File: config.mk
export PLATFORM = sky130hd
export DESIGN_NAME = state_machine
export DESIGN_NICKNAME = d
export VERILOG_FILES = /design/src/rtl/baccarat_pkg.sv /design/src/rtl/banker_draw_rule.sv /design/src/rtl/state_machine.sv
export SDC_FILE = /design/constraint.sdc
export NUM_CORES = 1
export LEC_CHECK = 0
export BUFFER_PORTS_ARGS = -buffer_cell sky130_fd_sc_hd__buf_2
export CAP_MARGIN = 10
export CORE_UTILIZATION = 54
export DETAILED_ROUTE_END_ITERATION = 10
export PLACE_DENSITY = 0.82
export SYNTH_ARGS = -nofsm -noshare
export SYNTH_HDL_FRONTEND = slang
export SYNTH_HIERARCHICAL = 1
export SYNTH_SLANG_ARGS = --single-unit
File: constraint.sdc
create_clock -name slow_clock -period 3.35 [get_ports slow_clock]
set_clock_uncertainty 0.15 [all_clocks]
set_input_delay 0.67 -clock slow_clock [delete_from_list [all_inputs] [get_ports slow_clock]]
set_output_delay 0.67 -clock slow_clock [all_outputs]
set_load 0.03 [all_outputs]
File: src/rtl/baccarat_pkg.sv
// rtl/baccarat_pkg.sv - shared state encoding and score constants for the baccarat control block
//
// Contents:
//   state_t     : FSM states in deal order, 4-bit encoding
//   NATURAL_LO  : lowest natural score (8)
//   NATURAL_HI  : highest natural score (9)
//   STAND_MAX   : highest score that still draws a third card (5)
//   CARD_MAX    : highest rank that counts at face value (9)
//   is_natural  : true when a two-card score is a natural
package baccarat_pkg;

    typedef enum logic [3:0] {
        ST_RST    = 4'd0,
        ST_P1     = 4'd1,
        ST_D1     = 4'd2,
        ST_P2     = 4'd3,
        ST_D2     = 4'd4,
        ST_EVAL2  = 4'd5,
        ST_P3     = 4'd6,
        ST_EVAL3  = 4'd7,
        ST_D3     = 4'd8,
        ST_RESULT = 4'd9,
        ST_PWIN   = 4'd10,
        ST_DWIN   = 4'd11,
        ST_TIE    = 4'd12
    } state_t;

    localparam logic [3:0] NATURAL_LO = 4'd8;
    localparam logic [3:0] NATURAL_HI = 4'd9;
    localparam logic [3:0] STAND_MAX  = 4'd5;
    localparam logic [3:0] CARD_MAX   = 4'd9;

    // Out-of-range scores (10..15) are deliberately not naturals.
    function automatic logic is_natural(input logic [3:0] score);
        return (score == NATURAL_LO) || (score == NATURAL_HI);
    endfunction

endpackage

File: src/rtl/banker_draw_rule.sv
// rtl/banker_draw_rule.sv - banker third-card decision after the player has drawn
//
// Ports:
//   dscore : in  4  banker two-card score
//   pcard3 : in  4  rank of the player's third card (10..15 count as 0)
//   draw   : out 1  banker takes a third card
module banker_draw_rule
    import baccarat_pkg::*;
(
    input  logic [3:0] dscore,
    input  logic [3:0] pcard3,
    output logic       draw
);

    logic [3:0] card_value;

    always_comb begin
        // Face cards and tens are worth nothing.
        card_value = (pcard3 <= CARD_MAX) ? pcard3 : 4'd0;
        draw       = 1'b0;
        case (dscore)
            4'd0, 4'd1, 4'd2: draw = 1'b1;
            4'd3:             draw = (card_value != 4'd8);
            4'd4:             draw = (card_value >= 4'd2) && (card_value <= 4'd7);
            4'd5:             draw = (card_value >= 4'd4) && (card_value <= 4'd7);
            4'd6:             draw = (card_value >= 4'd6) && (card_value <= 4'd7);
            default:          draw = 1'b0;
        endcase
    end

endmodule

File: src/rtl/state_machine.sv
// rtl/state_machine.sv - baccarat deal/draw/result control FSM
//
// Ports:
//   slow_clock       : in  1  sole clock, state advances on rising edge
//   resetb           : in  1  synchronous active-high reset to RST
//   pscore           : in  4  player score from the datapath
//   dscore           : in  4  dealer score from the datapath
//   pcard3           : in  4  player third-card rank
//   load_pcard1..3   : out 1  player card register load enables
//   load_dcard1..3   : out 1  dealer card register load enables
//   player_win_light : out 1  lit in PWIN and TIE
//   dealer_win_light : out 1  lit in DWIN and TIE
module state_machine
    import baccarat_pkg::*;
(
    input  logic       slow_clock,
    input  logic       resetb,
    input  logic [3:0] pscore,
    input  logic [3:0] dscore,
    input  logic [3:0] pcard3,
    output logic       load_pcard1,
    output logic       load_pcard2,
    output logic       load_pcard3,
    output logic       load_dcard1,
    output logic       load_dcard2,
    output logic       load_dcard3,
    output logic       player_win_light,
    output logic       dealer_win_light
);

    state_t state;
    state_t next_state;
    logic   banker_draws;

    banker_draw_rule u_banker_draw_rule (
        .dscore (dscore),
        .pcard3 (pcard3),
        .draw   (banker_draws)
    );

    always_comb begin
        next_state = state;
        case (state)
            ST_RST:   next_state = ST_P1;
            ST_P1:    next_state = ST_D1;
            ST_D1:    next_state = ST_P2;
            ST_P2:    next_state = ST_D2;
            ST_D2:    next_state = ST_EVAL2;
            ST_EVAL2: begin
                if (is_natural(pscore) || is_natural(dscore)) begin
                    next_state = ST_RESULT;
                end else if (pscore <= STAND_MAX) begin
                    next_state = ST_P3;
                end else if (dscore <= STAND_MAX) begin
                    // Player stood on 6/7, banker plays the simple rule.
                    next_state = ST_D3;
                end else begin
                    next_state = ST_RESULT;
                end
            end
            ST_P3:    next_state = ST_EVAL3;
            ST_EVAL3: next_state = banker_draws ? ST_D3 : ST_RESULT;
            ST_D3:    next_state = ST_RESULT;
            ST_RESULT: begin
                if (pscore > dscore) begin
                    next_state = ST_PWIN;
                end else if (dscore > pscore) begin
                    next_state = ST_DWIN;
                end else begin
                    next_state = ST_TIE;
                end
            end
            ST_PWIN:  next_state = ST_PWIN;
            ST_DWIN:  next_state = ST_DWIN;
            ST_TIE:   next_state = ST_TIE;
            default:  next_state = ST_RST;
        endcase
    end

    // Outputs are registered from next_state, so each one is a pure decode
    // of the state register while staying glitch-free toward the datapath.
    always_ff @(posedge slow_clock) begin
        if (resetb) begin
            state            <= ST_RST;
            load_pcard1      <= 1'b0;
            load_pcard2      <= 1'b0;
            load_pcard3      <= 1'b0;
            load_dcard1      <= 1'b0;
            load_dcard2      <= 1'b0;
            load_dcard3      <= 1'b0;
            player_win_light <= 1'b0;
            dealer_win_light <= 1'b0;
        end else begin
            state            <= next_state;
            load_pcard1      <= (next_state == ST_P1);
            load_pcard2      <= (next_state == ST_P2);
            load_pcard3      <= (next_state == ST_P3);
            load_dcard1      <= (next_state == ST_D1);
            load_dcard2      <= (next_state == ST_D2);
            load_dcard3      <= (next_state == ST_D3);
            player_win_light <= (next_state == ST_PWIN) || (next_state == ST_TIE);
            dealer_win_light <= (next_state == ST_DWIN) || (next_state == ST_TIE);
        end
    end

endmodule

Word-level counts from Yosys, hierarchy flattened --
Index checks and enable logic that the tools add are counted.
Word-level totals: bits of input ports 14, output and inout port bits 8, flip-flop bits (word level) 12, word-level logic and storage cells 70
Cells by class: eq/ne operators 32, mux-type cells 9, reduce and logical (&&, ||, !) cells 11, $lt $le $gt $ge 9
Operators by type and width (count):
- $eq A4 B4 Y1 const B | 13
- $pmux W4 S13 | 1
- $eq A4 B3 Y1 const B | 9
- $eq A4 B2 Y1 const B | 6
- $eq A4 B1 Y1 const B | 3
- $le A4 B3 Y1 const B | 3
- $mux W4 | 3
- $ge A4 B3 Y1 const B | 2
- $gt A4 B4 Y1 | 2
- $logic_not A4 Y1 | 2
- $mux W3 | 2
- $logic_or A1 B1 Y1 | 5
- $pmux W1 S5 | 1
- $ge A4 B2 Y1 const B | 1
- $le A4 B4 Y1 const B | 1
- $ne A4 B4 Y1 const B | 1
- $logic_and A1 B1 Y1 | 3
- $reduce_or A3 Y1 | 1
- $mux W1 | 2

Logic depth before layout (Yosys ltp) --
depth in word-level cells 9, depth in mapped cells 7, mapped depth without buffers 7

Cells and area by module --
The synthesis kept the hierarchy.
By module, submodules not included:
- state_machine | instances 1, seq. area each 240.2 um^2, area an instance 739.5 um^2, cells an instance 83
- banker_draw_rule | instances 1, seq. area each 0.0 um^2, area an instance 52.6 um^2, cells an instance 6

Least setup slack after synthesis --
Ideal clock, no wire load.
path type input -> register, start in dscore[1], end reg load_dcard1, data arrival time 2.126 ns, required time 3.110 ns, library setup time 0.090 ns, stages on the path 6, slack 0.984 ns, path buffers 0, path through nor2b_4 -> or4b_1 -> a31oi_1 -> a221oi_1 -> a311o_1 -> nor4bb_2
On the way: longest elaborated chain between the ends 6, elaborated cells on any way between the ends 24, those cells by class order compare: 3; eq/ne: 9; mux: 8; reduce/logical: 4
Ends and longest elaborated chain:
- start: declaration | line state_machine.sv:19 | input logic [3:0] dscore,
- $eq A4 B1 Y1 (tied with other cells) | line banker_draw_rule.sv:21 | case (dscore)
- $reduce_or A3 Y1 | line banker_draw_rule.sv:21
- $pmux W1 S5 (*) | line banker_draw_rule.sv:21
- named net banker_draws | line state_machine.sv:33 | logic banker_draws;
- $mux W1 (*) | line state_machine.sv:62 | ST_EVAL3: next_state = banker_draws ? ST_D3 : ST_RESULT;
- $pmux W4 S13 (*) | line state_machine.sv:43 | case (state)
- $eq A4 B2 Y1 (*) | line state_machine.sv:98 | load_dcard1 <= (next_state == ST_D1);
- end signal: assignment | line state_machine.sv:98
- end: declaration | line state_machine.sv:24 | output logic load_dcard1,
Mark *: on every way through the listed nets, which the timed path passes. The rest lies on a longest branch. A chain may end at the register's enable or synchronous reset.

Worst setup path in the final report --
Same ends and word-level chain as after synthesis.

==> impl_metrics.ini <==
[cells_and_area]
fin_area_sq_um = 932
diodes = 0
nets = 130
syn_to_final_growth_pct = 17.7
final_layout_size_suffix_gt1_share_pct = 31.5

[min_path]
min_delay_path_depth = 2
hold_class = in -> reg
worstHoldStart = resetb
worstHoldEndpoint = load_dcard2

[yosys]
ys.warnings.count = 6
synthFlopType = dfxtp_1
synth.area.top_cells = dfxtp_1 30%, ha_1 6.3%, a311oi_2 3.8%, o21ai_0 3.2%, nor2_1 2.8%
synth_seq_area_share_pct = 30.3
ys_async_sr_fraction_pct = 0
synth_common_cells = 12 x dfxtp_1, 6 x nor2_1, 5 x o21ai_0
syn_area_sq_um = 792
synth_nets = 107
synthCells = 89
synth_top_area_cell = dfxtp_1
synth_cell_type_count = 42
synthDominantCellAreaShare_pct = 30.3
synth_seq_cells = 12
synth_most_common_cell = dfxtp_1
postSynthAreaPerCell_sq_um = 8.90
synth-edff-count = 0

[timing]
relSlewSlack_pct = 70.2
finalCritPeriodShare_pct = 71.3
report.final.hold_viol_count = 0
period_needed_ns = 2.39
drv_slew = 0
worstMarginPinSlew_ns = 0.447
setup_tns_ns = 0
fmax_mhz = 419
rsz0062_at_grt = false
finalSetupViolations = 0

[power_and_ir_drop]
power.leakage_nw = 0.419
max-vdd-ir-drop_mv = 0.266
p_per_area_mw_per_mm2 = 418

[clocking]
postCtsSetupRepairBufs = 0
clock_sinks = 12
cts_tree = done
clock_path_buffers = 2
htreeDepth = 1
cts_resized = 0
cts_buffers = 3
clkLatencyLatePin_ns = 0.28
clock-root-buffer = clkbuf_4
clk_pin_slew_ns = 0.08
cts_hold_buf = 0

[die]
initial_core_util_pct = 59.4
core_area_sq_mm = 0.00133
die_w_microns = 40.3
num_io_pins = 22
rows = 13
die_area_sq_mm = 0.00162
fp.dieH_microns = 40.3

[global_route]
antenna_found_initial = 0
grt_pass1_vias = 627
grt_max_degree = 14
grt.overflow.total = 0
grt_pass1_wl_microns = 2590
grt_usage_pct = 24.1

[route]
drt-initial-drc-count = 13
drc = 0
ant_nets = 0
wire_per_inst_microns = 13.6
wirelength_microns = 1710
via_per_inst = 5.92
drt-pass1-iter-count = 4
num_vias = 746

[critical_path]
reg2reg_setup_slack_ns = 1.37
critical_path_required_ns = 3.39
r2r_start = state[3]
rr_endpoint = load_pcard2
path_class = in -> reg
arrival_ns = 2.43
cp_max_fo = 5
rr_worst_depth = 5
crit_path_start_kind = primary input
worstSetupEndpointType = register

[flow_run]
cap_violations = 0

[place]
port_buffers = 21
routabilityCongestion = 0.818
dpl.hpwl_microns = 1310
postPlaceCellArea_sq_um = 896

[status]
outcome = complete, no violations
==> layer usage <==
layer / vias up / wire length [microns] / share of wire [%] / global-route usage [%]
met2: 18 / 821 / 48 / 41.5
li1: 388 / - / - / -
met5: - / 0 / 0 / 0
met4: 0 / 27 / 1.6 / 5.00
met3: 5 / 53 / 3.1 / 5.00
met1: 335 / 811 / 47 / 30.7
==> critical path: stages <==
cell and delay (ns):
buf_2 0.13, nor2b_4 0.13, or4b_1 0.46, a31oi_1 0.19, a221oi_1 0.15, a311o_1 0.41, nor4bb_2 0.30
==> state kept, by name, summed over array words and instances (netlist names) <==
| register | flops |
|---|---|
| load_pcard2 | 1 |
| player_win_light | 1 |
| load_dcard1 | 1 |
| load_pcard3 | 1 |
| load_dcard3 | 1 |
| load_pcard1 | 1 |
| dealer_win_light | 1 |
| state | 4 |
| load_dcard2 | 1 |
==> power breakdown <==
| group | leakage (nW) | internal [mW] | switching (mW) |
|---|---|---|---|
| sequential | 0.0979 | 0.153 | 0.0145 |
| combinational | 0.300 | 0.0443 | 0.0613 |
| clock | 0.0210 | 0.0661 | 0.0502 |
==> stage by stage <==
stage	power, mW	setup slack, ns	utilization (%)	hold WS, ns	std cells
6_report	0.390	0.961	69.9	0.497	126
3_3_place_gp	0.272	0.755	67.2	0.510	122
5_1_grt	0.406	0.862	69.9	0.517	126
4_1_cts	0.388	0.961	69.9	0.502	126
3_5_place_dp	0.276	0.695	67.2	0.521	122
2_1_floorplan	0.247	0.984	-	0.450	89
==> cell usage in the layout (no fill, tap or decap), drive strengths merged, types with 3 or more instances in the layout <==
master / Yosys / layout
dfxtp: 12 / 12
nand2b: 3 / 3
clkbuf: 1 / 4
a31oi: 3 / 3
a21oi: 5 / 5
nor2: 6 / 6
buf: 2 / 21
o21ai: 9 / 9
inv: 4 / 4
nand2: 4 / 4
nor2b: 4 / 4
or2: 3 / 3
ha: 4 / 4
==> final cells by class <==
| cell class | count | area, sq um |
|---|---|---|
| clock buffers | 4 | 36.3 |
| fillers | 118 | 402 |
| inverters | 4 | 15.0 |
| multi-input cells | 70 | 517 |
| flip-flops and latches | 12 | 240 |
| well taps | 15 | 18.8 |
| repair buffers | 21 | 105 |
==> how the worst max path moves through the flow <==
stage,endpoint,from,cells past startpoint
floorplan,load_dcard1,dscore[1],6
CTS,load_dcard1,dscore[1],7
finish,load_dcard1,dscore[1],7
global route,load_dcard1,dscore[1],7
detailed placement,load_dcard1,dscore[1],7
global placement,load_pcard2,pscore[1],8
==> cells by family after synthesis <==
family / after synthesis / share of synthesized area [%]
simple gates: 37 / 32.9
compound gates: 29 / 26.1
flops: 12 / 30.3
buf+inv: 7 / 4.42
fa+ha+maj: 4 / 6.32
Power figures use the tool's default switching activity.
